$ cat config.mk
export PLATFORM = sky130hd
export DESIGN_NAME = uart_rx_buffered
export DESIGN_NICKNAME = d
export VERILOG_FILES = /design/src/rtl/uart_pkg.sv /design/src/rtl/uart_rx_fifo.sv /design/src/rtl/uart_rx_buffered.sv
export SDC_FILE = /design/constraint.sdc
export NUM_CORES = 1
export LEC_CHECK = 0
export ABC_AREA = 1
export ABC_CLOCK_PERIOD_IN_PS = 2500
export CORE_MARGIN = 4
export CORE_UTILIZATION = 45
export CTS_BUF_LIST = sky130_fd_sc_hd__clkbuf_4 sky130_fd_sc_hd__clkbuf_8 sky130_fd_sc_hd__clkbuf_16
export CTS_CLUSTER_DIAMETER = 40
export CTS_CLUSTER_SIZE = 28
export DETAILED_ROUTE_END_ITERATION = 10
export PLACE_DENSITY = 0.71
export RECOVER_POWER = 50
export SLEW_MARGIN = 0
export SYNTH_ARGS = -nofsm -noshare
export SYNTH_HDL_FRONTEND = slang
export SYNTH_HIERARCHICAL = 1
export SYNTH_SLANG_ARGS = --single-unit
$ cat constraint.sdc
create_clock -name clk -period 2.5 [get_ports clk]
set_input_delay 0.25 -clock clk [delete_from_list [all_inputs] [get_ports clk]]
set_output_delay 0.25 -clock clk [all_outputs]
set_load 0.05 [all_outputs]
$ cat src/rtl/uart_pkg.sv
// ---------------------------------------------------------------------------
// uart_pkg
// Shared types and elaboration-time helpers for the buffered UART receiver.
//   rx_state_t     : receiver FSM state encoding (PARITY state only exists
//                    when UART_RX_PARITY_EN is defined)
//   parity_mode_t  : parity selection (NONE=0, ODD=1, EVEN=2)
//   calc_divisor   : clocks per oversample tick, floor(clk / (baud * os))
//   calc_div_width : width of the tick divider counter
//   majority3      : 2-of-3 vote used for bit decisions
// Optional feature macro: UART_RX_PARITY_EN
// ---------------------------------------------------------------------------
package uart_pkg;

    typedef enum logic [2:0] {
        RX_IDLE,
        RX_START,
        RX_DATA,
`ifdef UART_RX_PARITY_EN
        RX_PARITY,
`endif
        RX_STOP
    } rx_state_t;

    typedef enum logic [1:0] {
        PAR_NONE = 2'd0,
        PAR_ODD  = 2'd1,
        PAR_EVEN = 2'd2
    } parity_mode_t;

    // A divisor below 1 would stall the tick generator; clamp it.
    function automatic int calc_divisor(input int clk_freq, input int baud_rate,
                                        input int oversample);
        int d;
        d = clk_freq / (baud_rate * oversample);
        return (d < 1) ? 1 : d;
    endfunction

    function automatic int calc_div_width(input int divisor);
        return (divisor > 1) ? $clog2(divisor) : 1;
    endfunction

    function automatic logic majority3(input logic a, input logic b, input logic c);
        return (a & b) | (a & c) | (b & c);
    endfunction

endpackage

$ cat src/rtl/uart_rx_fifo.sv
// ---------------------------------------------------------------------------
// uart_rx_fifo
// Synchronous FIFO holding received words. Pointers carry one extra MSB so
// full and empty can be told apart after wrap-around. A push while full is
// accepted only if a pop happens in the same cycle.
// Ports:
//   clk, rst_n  : clock, asynchronous active-low reset
//   push        : write request, push_data is the word to store
//   pop         : read request (ignored when empty)
//   head_data   : current head entry (0 while empty)
//   full, empty : occupancy status
// ---------------------------------------------------------------------------
module uart_rx_fifo #(
    parameter int WIDTH = 10,
    parameter int DEPTH = 4
) (
    input  logic             clk,
    input  logic             rst_n,
    input  logic             push,
    input  logic [WIDTH-1:0] push_data,
    input  logic             pop,
    output logic [WIDTH-1:0] head_data,
    output logic             full,
    output logic             empty
);
    localparam int AW = $clog2(DEPTH);

    logic [AW:0]      wr_ptr;
    logic [AW:0]      rd_ptr;
    logic [WIDTH-1:0] mem [DEPTH];
    logic             do_push;
    logic             do_pop;

    assign empty   = (wr_ptr == rd_ptr);
    assign full    = (wr_ptr[AW] != rd_ptr[AW]) && (wr_ptr[AW-1:0] == rd_ptr[AW-1:0]);
    assign do_pop  = pop && !empty;
    assign do_push = push && (!full || do_pop);

    assign head_data = empty ? '0 : mem[rd_ptr[AW-1:0]];

    always_ff @(posedge clk or negedge rst_n) begin
        if (!rst_n) begin
            wr_ptr <= '0;
            rd_ptr <= '0;
        end else begin
            if (do_push) wr_ptr <= wr_ptr + 1'b1;
            if (do_pop)  rd_ptr <= rd_ptr + 1'b1;
        end
    end

    always_ff @(posedge clk) begin
        if (do_push) mem[wr_ptr[AW-1:0]] <= push_data;
    end

endmodule

$ cat src/rtl/uart_rx_buffered.sv
// ---------------------------------------------------------------------------
// uart_rx_buffered
// Oversampling UART receiver with configurable frame format, per-word error
// flags and an output FIFO read through a ready/valid port.
//
//   state     | meaning
//   ----------+-----------------------------------------------------------
//   RX_IDLE   | line idle, waiting for a falling edge on synchronised rx
//   RX_START  | start bit; a high vote rejects it as a glitch
//   RX_DATA   | shifting in DATA_BITS data bits, LSB first
//   RX_PARITY | parity bit check (UART_RX_PARITY_EN builds only)
//   RX_STOP   | stop bit; word pushed at the vote, no wait for bit end
//
// Ports:
//   clk, rst_n      : clock, asynchronous active-low reset
//   rx              : asynchronous serial input, idles high
//   rd_data         : head entry data
//   rd_frame_err    : head entry stop bit sampled low
//   rd_parity_err   : head entry parity mismatch (0 without the macro)
//   rd_valid        : FIFO not empty
//   rd_ready        : consumer takes the head entry
//   overrun         : 1-clk pulse when a completed word is dropped
//   busy            : FSM not idle
// Optional feature macro: UART_RX_PARITY_EN (enables PARITY handling).
// ---------------------------------------------------------------------------
module uart_rx_buffered
    import uart_pkg::*;
#(
    parameter int CLK_FREQ   = 50000000,
    parameter int BAUD_RATE  = 9600,
    parameter int OVERSAMPLE = 16,
    parameter int DATA_BITS  = 8,
    parameter int PARITY     = 0,
    parameter int FIFO_DEPTH = 4
) (
    input  logic                 clk,
    input  logic                 rst_n,
    input  logic                 rx,
    output logic [DATA_BITS-1:0] rd_data,
    output logic                 rd_frame_err,
    output logic                 rd_parity_err,
    output logic                 rd_valid,
    input  logic                 rd_ready,
    output logic                 overrun,
    output logic                 busy
);
    localparam int DIVISOR = calc_divisor(CLK_FREQ, BAUD_RATE, OVERSAMPLE);
    localparam int DIV_W   = calc_div_width(DIVISOR);
    localparam int TICK_W  = $clog2(OVERSAMPLE);
    localparam int BIT_W   = $clog2(DATA_BITS);

    localparam logic [DIV_W-1:0]  DIV_LAST     = DIV_W'(DIVISOR - 1);
    localparam logic [TICK_W-1:0] TICK_SMP_A   = TICK_W'(OVERSAMPLE / 2 - 1);
    localparam logic [TICK_W-1:0] TICK_SMP_B   = TICK_W'(OVERSAMPLE / 2);
    localparam logic [TICK_W-1:0] TICK_VOTE    = TICK_W'(OVERSAMPLE / 2 + 1);
    localparam logic [TICK_W-1:0] TICK_LAST    = TICK_W'(OVERSAMPLE - 1);
    localparam logic [BIT_W-1:0]  BIT_LAST     = BIT_W'(DATA_BITS - 1);

`ifdef UART_RX_PARITY_EN
    localparam parity_mode_t PAR_MODE   = parity_mode_t'(2'(PARITY));
    localparam logic         USE_PARITY = (PAR_MODE != PAR_NONE);
    localparam logic         ODD_PARITY = (PAR_MODE == PAR_ODD);
    localparam int           ENTRY_W    = DATA_BITS + 2;
`else
    localparam int           ENTRY_W    = DATA_BITS + 1;
`endif

    // input synchroniser and edge register
    logic rx_meta;
    logic rx_sync;
    logic rx_prev;
    logic fall_edge;

    // timing
    logic [DIV_W-1:0]  div_cnt;
    logic [TICK_W-1:0] tick_cnt;
    logic              tick;
    logic              at_smp_a;
    logic              at_smp_b;
    logic              at_vote;
    logic              bit_end;

    // datapath
    logic                 smp_a;
    logic                 smp_b;
    logic                 vote;
    logic [BIT_W-1:0]     bit_cnt;
    logic [DATA_BITS-1:0] shift_reg;

    // FSM
    rx_state_t state;
    rx_state_t state_nxt;
    logic      timer_restart;
    logic      shift_en;
    logic      bit_clr;
    logic      bit_inc;
    logic      push;
    logic      frame_err;

    // FIFO
    logic [ENTRY_W-1:0] push_word;
    logic [ENTRY_W-1:0] head_word;
    logic               fifo_full;
    logic               fifo_empty;
    logic               pop;

`ifdef UART_RX_PARITY_EN
    logic par_capture;
    logic par_err_q;
`endif

    always_ff @(posedge clk or negedge rst_n) begin
        if (!rst_n) begin
            rx_meta <= 1'b1;
            rx_sync <= 1'b1;
            rx_prev <= 1'b1;
        end else begin
            rx_meta <= rx;
            rx_sync <= rx_meta;
            rx_prev <= rx_sync;
        end
    end

    assign fall_edge = rx_prev & ~rx_sync;

    // Down-counting divider: a tick fires on terminal count and the counter
    // reloads. Restarting at the start edge aligns ticks to the frame.
    assign tick     = (div_cnt == '0);
    assign at_smp_a = tick && (tick_cnt == TICK_SMP_A);
    assign at_smp_b = tick && (tick_cnt == TICK_SMP_B);
    assign at_vote  = tick && (tick_cnt == TICK_VOTE);
    assign bit_end  = tick && (tick_cnt == TICK_LAST);

    always_ff @(posedge clk or negedge rst_n) begin
        if (!rst_n) begin
            div_cnt  <= DIV_LAST;
            tick_cnt <= '0;
        end else if (timer_restart) begin
            div_cnt  <= DIV_LAST;
            tick_cnt <= '0;
        end else if (tick) begin
            div_cnt  <= DIV_LAST;
            tick_cnt <= (tick_cnt == TICK_LAST) ? '0 : tick_cnt + 1'b1;
        end else begin
            div_cnt  <= div_cnt - 1'b1;
        end
    end

    // The third sample is taken live at the vote tick.
    assign vote = majority3(smp_a, smp_b, rx_sync);

    always_ff @(posedge clk or negedge rst_n) begin
        if (!rst_n) begin
            state <= RX_IDLE;
        end else begin
            state <= state_nxt;
        end
    end

    always_comb begin
        state_nxt     = state;
        timer_restart = 1'b0;
        shift_en      = 1'b0;
        bit_clr       = 1'b0;
        bit_inc       = 1'b0;
        push          = 1'b0;
        frame_err     = 1'b0;
`ifdef UART_RX_PARITY_EN
        par_capture   = 1'b0;
`endif
        unique case (state)
            RX_IDLE: begin
                if (fall_edge) begin
                    state_nxt     = RX_START;
                    timer_restart = 1'b1;
                end
            end
            RX_START: begin
                if (at_vote && vote) begin
                    state_nxt = RX_IDLE;
                end else if (bit_end) begin
                    state_nxt = RX_DATA;
                    bit_clr   = 1'b1;
                end
            end
            RX_DATA: begin
                if (at_vote) shift_en = 1'b1;
                if (bit_end) begin
                    if (bit_cnt == BIT_LAST) begin
`ifdef UART_RX_PARITY_EN
                        state_nxt = USE_PARITY ? RX_PARITY : RX_STOP;
`else
                        state_nxt = RX_STOP;
`endif
                    end else begin
                        bit_inc = 1'b1;
                    end
                end
            end
`ifdef UART_RX_PARITY_EN
            RX_PARITY: begin
                if (at_vote) par_capture = 1'b1;
                if (bit_end) state_nxt = RX_STOP;
            end
`endif
            RX_STOP: begin
                // Leaving at the vote lets a back-to-back start bit be seen.
                if (at_vote) begin
                    push      = 1'b1;
                    frame_err = ~vote;
                    state_nxt = RX_IDLE;
                end
            end
            default: begin
                state_nxt = RX_IDLE;
            end
        endcase
    end

    always_ff @(posedge clk or negedge rst_n) begin
        if (!rst_n) begin
            smp_a     <= 1'b1;
            smp_b     <= 1'b1;
            bit_cnt   <= '0;
            shift_reg <= '0;
        end else begin
            if (at_smp_a) smp_a <= rx_sync;
            if (at_smp_b) smp_b <= rx_sync;
            if (bit_clr) begin
                bit_cnt <= '0;
            end else if (bit_inc) begin
                bit_cnt <= bit_cnt + 1'b1;
            end
            if (shift_en) shift_reg <= {vote, shift_reg[DATA_BITS-1:1]};
        end
    end

`ifdef UART_RX_PARITY_EN
    // Error when data ones plus parity bit disagree with the selected sense.
    always_ff @(posedge clk or negedge rst_n) begin
        if (!rst_n) begin
            par_err_q <= 1'b0;
        end else if (timer_restart) begin
            par_err_q <= 1'b0;
        end else if (par_capture) begin
            par_err_q <= (^shift_reg) ^ vote ^ ODD_PARITY;
        end
    end

    assign push_word     = {par_err_q, frame_err, shift_reg};
    assign rd_parity_err = head_word[DATA_BITS+1];
`else
    assign push_word     = {frame_err, shift_reg};
    assign rd_parity_err = 1'b0;
`endif

    assign pop = rd_valid && rd_ready;

    uart_rx_fifo #(
        .WIDTH (ENTRY_W),
        .DEPTH (FIFO_DEPTH)
    ) u_fifo (
        .clk       (clk),
        .rst_n     (rst_n),
        .push      (push),
        .push_data (push_word),
        .pop       (pop),
        .head_data (head_word),
        .full      (fifo_full),
        .empty     (fifo_empty)
    );

    assign rd_valid     = ~fifo_empty;
    assign rd_data      = head_word[DATA_BITS-1:0];
    assign rd_frame_err = head_word[DATA_BITS];
    assign overrun      = push && fifo_full && !pop;
    assign busy         = (state != RX_IDLE);

endmodule

==> flow_summary.rst <==
.. list-table::
   :header-rows: 1

   * - Metric
     - Value
   * - Number of antenna cells inserted
     - 0
   * - Dominant cell type by area after synthesis
     - sky130_fd_sc_hd__edfxtp_1
   * - Crit path launch
     - div_cnt[0]$_DFF_PN0_
   * - Source of the worst hold timing path
     - rx_meta$_DFF_PN1_
   * - Worst slew margin relative to its limit
     - -30.21%
   * - Via-per-instance ratio
     - 4.814
   * - Cell family with most CP delay
     - simple AND/OR/NAND/NOR gates
   * - Kind of capture point of the worst setup path
     - primary output
   * - Global-route wire length before repair
     - 10540 um
   * - Die W
     - 96.27 um
   * - Commonest register cell after synthesis
     - sky130_fd_sc_hd__edfxtp_1
   * - Share of the clock period used by the worst path
     - 91.89%
   * - Synthesized-area fraction occupied by and/or/nand/nor cells
     - 22.45%
   * - Top library cells by usage in the layout, fill and taps aside
     - sky130_fd_sc_hd__nand2_1, sky130_fd_sc_hd__nor2_1, sky130_fd_sc_hd__inv_1
   * - Mux share of post-synthesis cell area
     - 0%
   * - Final cell utilization of the core
     - 55.13%
   * - Number of H-tree levels
     - 3
   * - Synth Register Bits
     - 73
   * - Sequential share of power
     - 51.1%
   * - Leakage Power
     - 1.986 nW
   * - Drt first pass iters
     - 4
   * - Fraction of post-synthesis cell area in the top cell type by area
     - 30.84%
   * - Violations in the final reports
     - max-capacitance violations, max-slew violations
   * - Xor and xnor fraction of the mapped netlist area
     - 1.963%
   * - Slowest cell on the critical path
     - sky130_fd_sc_hd__dfrtp_1
   * - Leading cell type in the layout, fill and taps excluded
     - sky130_fd_sc_hd__nand2_1
   * - Source of the worst register-to-register timing path
     - u_fifo/rd_ptr[0]$_DFFE_PN0P_
   * - Comb power frac
     - 13.0%
   * - Critical Path RT
     - 2.25 ns
   * - Worst Path Buf+Inv
     - 3
   * - Nature of the critical path startpoint
     - register
   * - Signed area change from the synthesized netlist to the final layout
     - 16.49%
   * - Placeable core region
     - 7408 um2
   * - Critical Path, Cell by Cell
     - inv_1 -> ha_1 -> nand2_2 -> nor2_4 -> nand2_4 -> clkinv_4 -> nand2_8 -> nor2_4 -> nand2_1 -> nor2_1 -> buf_4
   * - Drt first-iter violations
     - 120
   * - Max-cap violations
     - 1
   * - Synth Area in Compound Gates
     - 6.995%
   * - Via count of the first global-routing pass
     - 2354
   * - Worst min-delay path endpoint
     - rx_sync$_DFF_PN1_
   * - Number of cells after detailed placement
     - 473
   * - Total routed wirelength
     - 6117 um
   * - Count of antenna-violating nets left after detailed routing
     - 0
   * - I/O Pins
     - 17
   * - Detailed placer's ending HPWL
     - 4474 um
   * - Synth Instances
     - 359
   * - Clock Latency Late Sink
     - 0.34 ns
   * - Achievable frequency
     - 0.4353 GHz
   * - CTS Buffer Depth
     - 2
   * - Floorplan row count
     - 31
   * - RSZ-0062 raised after global routing
     - false
   * - Clock tree from TritonCTS
     - yes
   * - Final-layout setup total negative slack
     - 0 ns
   * - Result of the run
     - finished, violations left
   * - Hold Crit Depth
     - 0
   * - Fraction of the yosys area taken by sequential cells
     - 57.53%
   * - Fraction of final layout cells sized beyond drive strength 1
     - 15.64%
   * - Yosys warnings
     - 6
   * - Buffer cell driving the clock tree root
     - sky130_fd_sc_hd__clkbuf_8
   * - Worst Max-Slew Pin Slew
     - 1.953 ns
   * - Max-slew violation total from the final report
     - 38
   * - Worst slack at placement
     - 0.3465 ns
   * - Post-CTS clock slew at the launch and capture registers of the worst setup and hold paths
     - 0.08 ns
   * - Initial core utilization
     - 47.32%
   * - Vias
     - 2354
   * - Worst reg-to-reg setup slack
     - 0.45 ns
   * - Detail-routed net length per standard cell
     - 12.51 um
   * - Async set-reset flop share out of synthesis
     - 50.68%
   * - Total GRT Usage
     - 15.42%
   * - Fraction of power consumed by the clock network
     - 35.8%
   * - CP max FO
     - 10
   * - TritonCTS buffer count
     - 9
   * - Length in cells of the worst reg-to-reg path
     - 11
   * - Netlist area before placement
     - 3506 um2
   * - Power dissipated by switching net loads
     - 0.0007115 W
   * - Cells taking the most area after synthesis
     - sky130_fd_sc_hd__edfxtp_1, sky130_fd_sc_hd__dfrtp_1, sky130_fd_sc_hd__nand2_1
   * - Final hold vios
     - 0
   * - Net Count, Synth
     - 374
   * - Startpoint-to-endpoint class of the critical path
     - reg2out
   * - Longest individual stage delay on the worst path
     - 0.39 ns
   * - Largest net degree at the start of global routing
     - 38
   * - Final Net Count
     - 400
   * - Sinks on the clock net
     - 73
   * - Switching portion of total power
     - 25.78%
   * - Worst clock skew on the final layout
     - 0.01179 ns
   * - Min Hold Slack
     - 0.3662 ns
   * - Floorplan die height
     - 96.27 um
   * - Combinational family with the most area after synthesis
     - simple AND/OR/NAND/NOR gates
   * - GRT overflow
     - 0
   * - Number of antenna violations at the first check in global routing
     - 0
   * - # port buffers
     - 15
   * - Total power density per cell area
     - 675.9 nW/um2
   * - Internal
     - 0.002049 W
   * - Final non-filler cell total
     - 489
   * - Number of enable-type register cells in the synthesized netlist
     - 36
   * - Per-instance average area after synthesis
     - 9.766 um2
   * - Class of the tightest hold or removal check
     - reg2reg
   * - Setup Fix Bufs, Post-CTS
     - 0
   * - Critical R2R Capture
     - u_fifo/mem[1][1]$_DFFE_PP_
   * - Routability congestion estimate from global placement
     - 0.8328
   * - Final-report setup violation count
     - 0
   * - Most repeated library cell on the critical path
     - sky130_fd_sc_hd__nor2_4
   * - Critical Path AT
     - 2.05 ns
   * - Drc violations
     - 0
   * - Post-synthesis adder-cell area fraction
     - 3.926%
   * - Least setup slack across all paths after layout
     - 0.2027 ns
   * - Total Die Area
     - 9267 um2
   * - VDD IR max
     - 0.0004247 V
   * - Post-layout min period
     - 2.297 ns
   * - Number of distinct library cell variants in the gate-level netlist after synthesis
     - 35
   * - Flip-flop count of the largest register after layout
     - 36
[how the worst max path moves through the flow]
stage	to	slack (ns)	cells after the start
floorplan	u_fifo/mem[0][0]$_DFFE_PP_	0.20	11
global placement	u_fifo/mem[3][7]$_DFFE_PP_	0.41	11
detailed placement	u_fifo/mem[1][6]$_DFFE_PP_	0.35	11
CTS	overrun	0.08	11
global route	overrun	0.04	11
finish	overrun	0.20	11
[synth_stat cells (all sizes together), types with 2 or more instances]
| master | number |
|---|---|
| buf | 7 |
| nor2 | 52 |
| dfstp | 8 |
| inv | 46 |
| edfxtp | 36 |
| nand4 | 7 |
| xor2 | 5 |
| nand3 | 21 |
| nand2 | 81 |
| ha | 11 |
| xnor2 | 2 |
| a21oi | 4 |
| nor3 | 4 |
| dfrtp | 29 |
| o21ai | 40 |
[final cells by class]
cell class	instances	area, um2
clock buffers	10	131.4
repair buffers	23	301.5
inverters	47	181.4
clock inverters	6	82.58
flip-flops and latches	73	2018
multi-input cells	231	1245
fillers	640	3324
well taps	99	123.9
[stage by stage]
stage	cell area (um2)	total power (W)
floorplan	3506	0.001714
global placement	3867	0.001787
detailed placement	3867	0.001804
CTS	4081	0.002793
global route	4084	0.002903
finish	4084	0.002760
[worst reg2reg max path, cell delays in order, from the launching register on]
cell,delay (ns)
sky130_fd_sc_hd__dfrtp_2,0.50
sky130_fd_sc_hd__inv_1,0.10
sky130_fd_sc_hd__nand2_1,0.11
sky130_fd_sc_hd__nand2_4,0.08
sky130_fd_sc_hd__nand3_4,0.16
sky130_fd_sc_hd__inv_1,0.08
sky130_fd_sc_hd__nor2_1,0.14
sky130_fd_sc_hd__inv_1,0.09
sky130_fd_sc_hd__nand4_4,0.12
sky130_fd_sc_hd__nand2_4,0.09
sky130_fd_sc_hd__nor2_1,0.10
sky130_fd_sc_hd__buf_4,0.18
[power groups by stage]
stage | Combinational [W] | Clock, W | Sequential, W
CTS | 0.000369 | 0.00101 | 0.00141
floorplan | 0.000291 | 0 | 0.00142
finish | 0.000359 | 0.000989 | 0.00141
global route | 0.000412 | 0.00107 | 0.00142
detailed placement | 0.000367 | 0 | 0.00144
global placement | 0.000354 | 0 | 0.00143
[per-layer routing]
| metal | GRT usage [%] | share of wire, % | wire (um) |
|---|---|---|---|
| met4 | 7.701 | 1.8 | 108 |
| met1 | 17.98 | 43 | 2643 |
| met5 | 0 | 0 | 0 |
| met2 | 26.91 | 51 | 3102 |
| met3 | 2.971 | 4.3 | 262 |
[what timing repair did]
action,in CTS,in global routing
hold buffers,0,0
gates resized for setup,0,2
endpoints found under the hold margin,0,0
endpoints found under the setup margin,0,1
[logic make-up (layout without fill, tap and decap cells)]
group                      count (synthesis)  count (layout)
AOI/OAI and AO/OA                         46              46
xor gates and xnor gates                   7               7
adders and majority gates                 11              11
buffers and inverters                     55              86
DFF                                       73              73
other                                      1               1
and+or+nand+nor                          166             166
No activity file was read; power rests on OpenSTA's default activity.
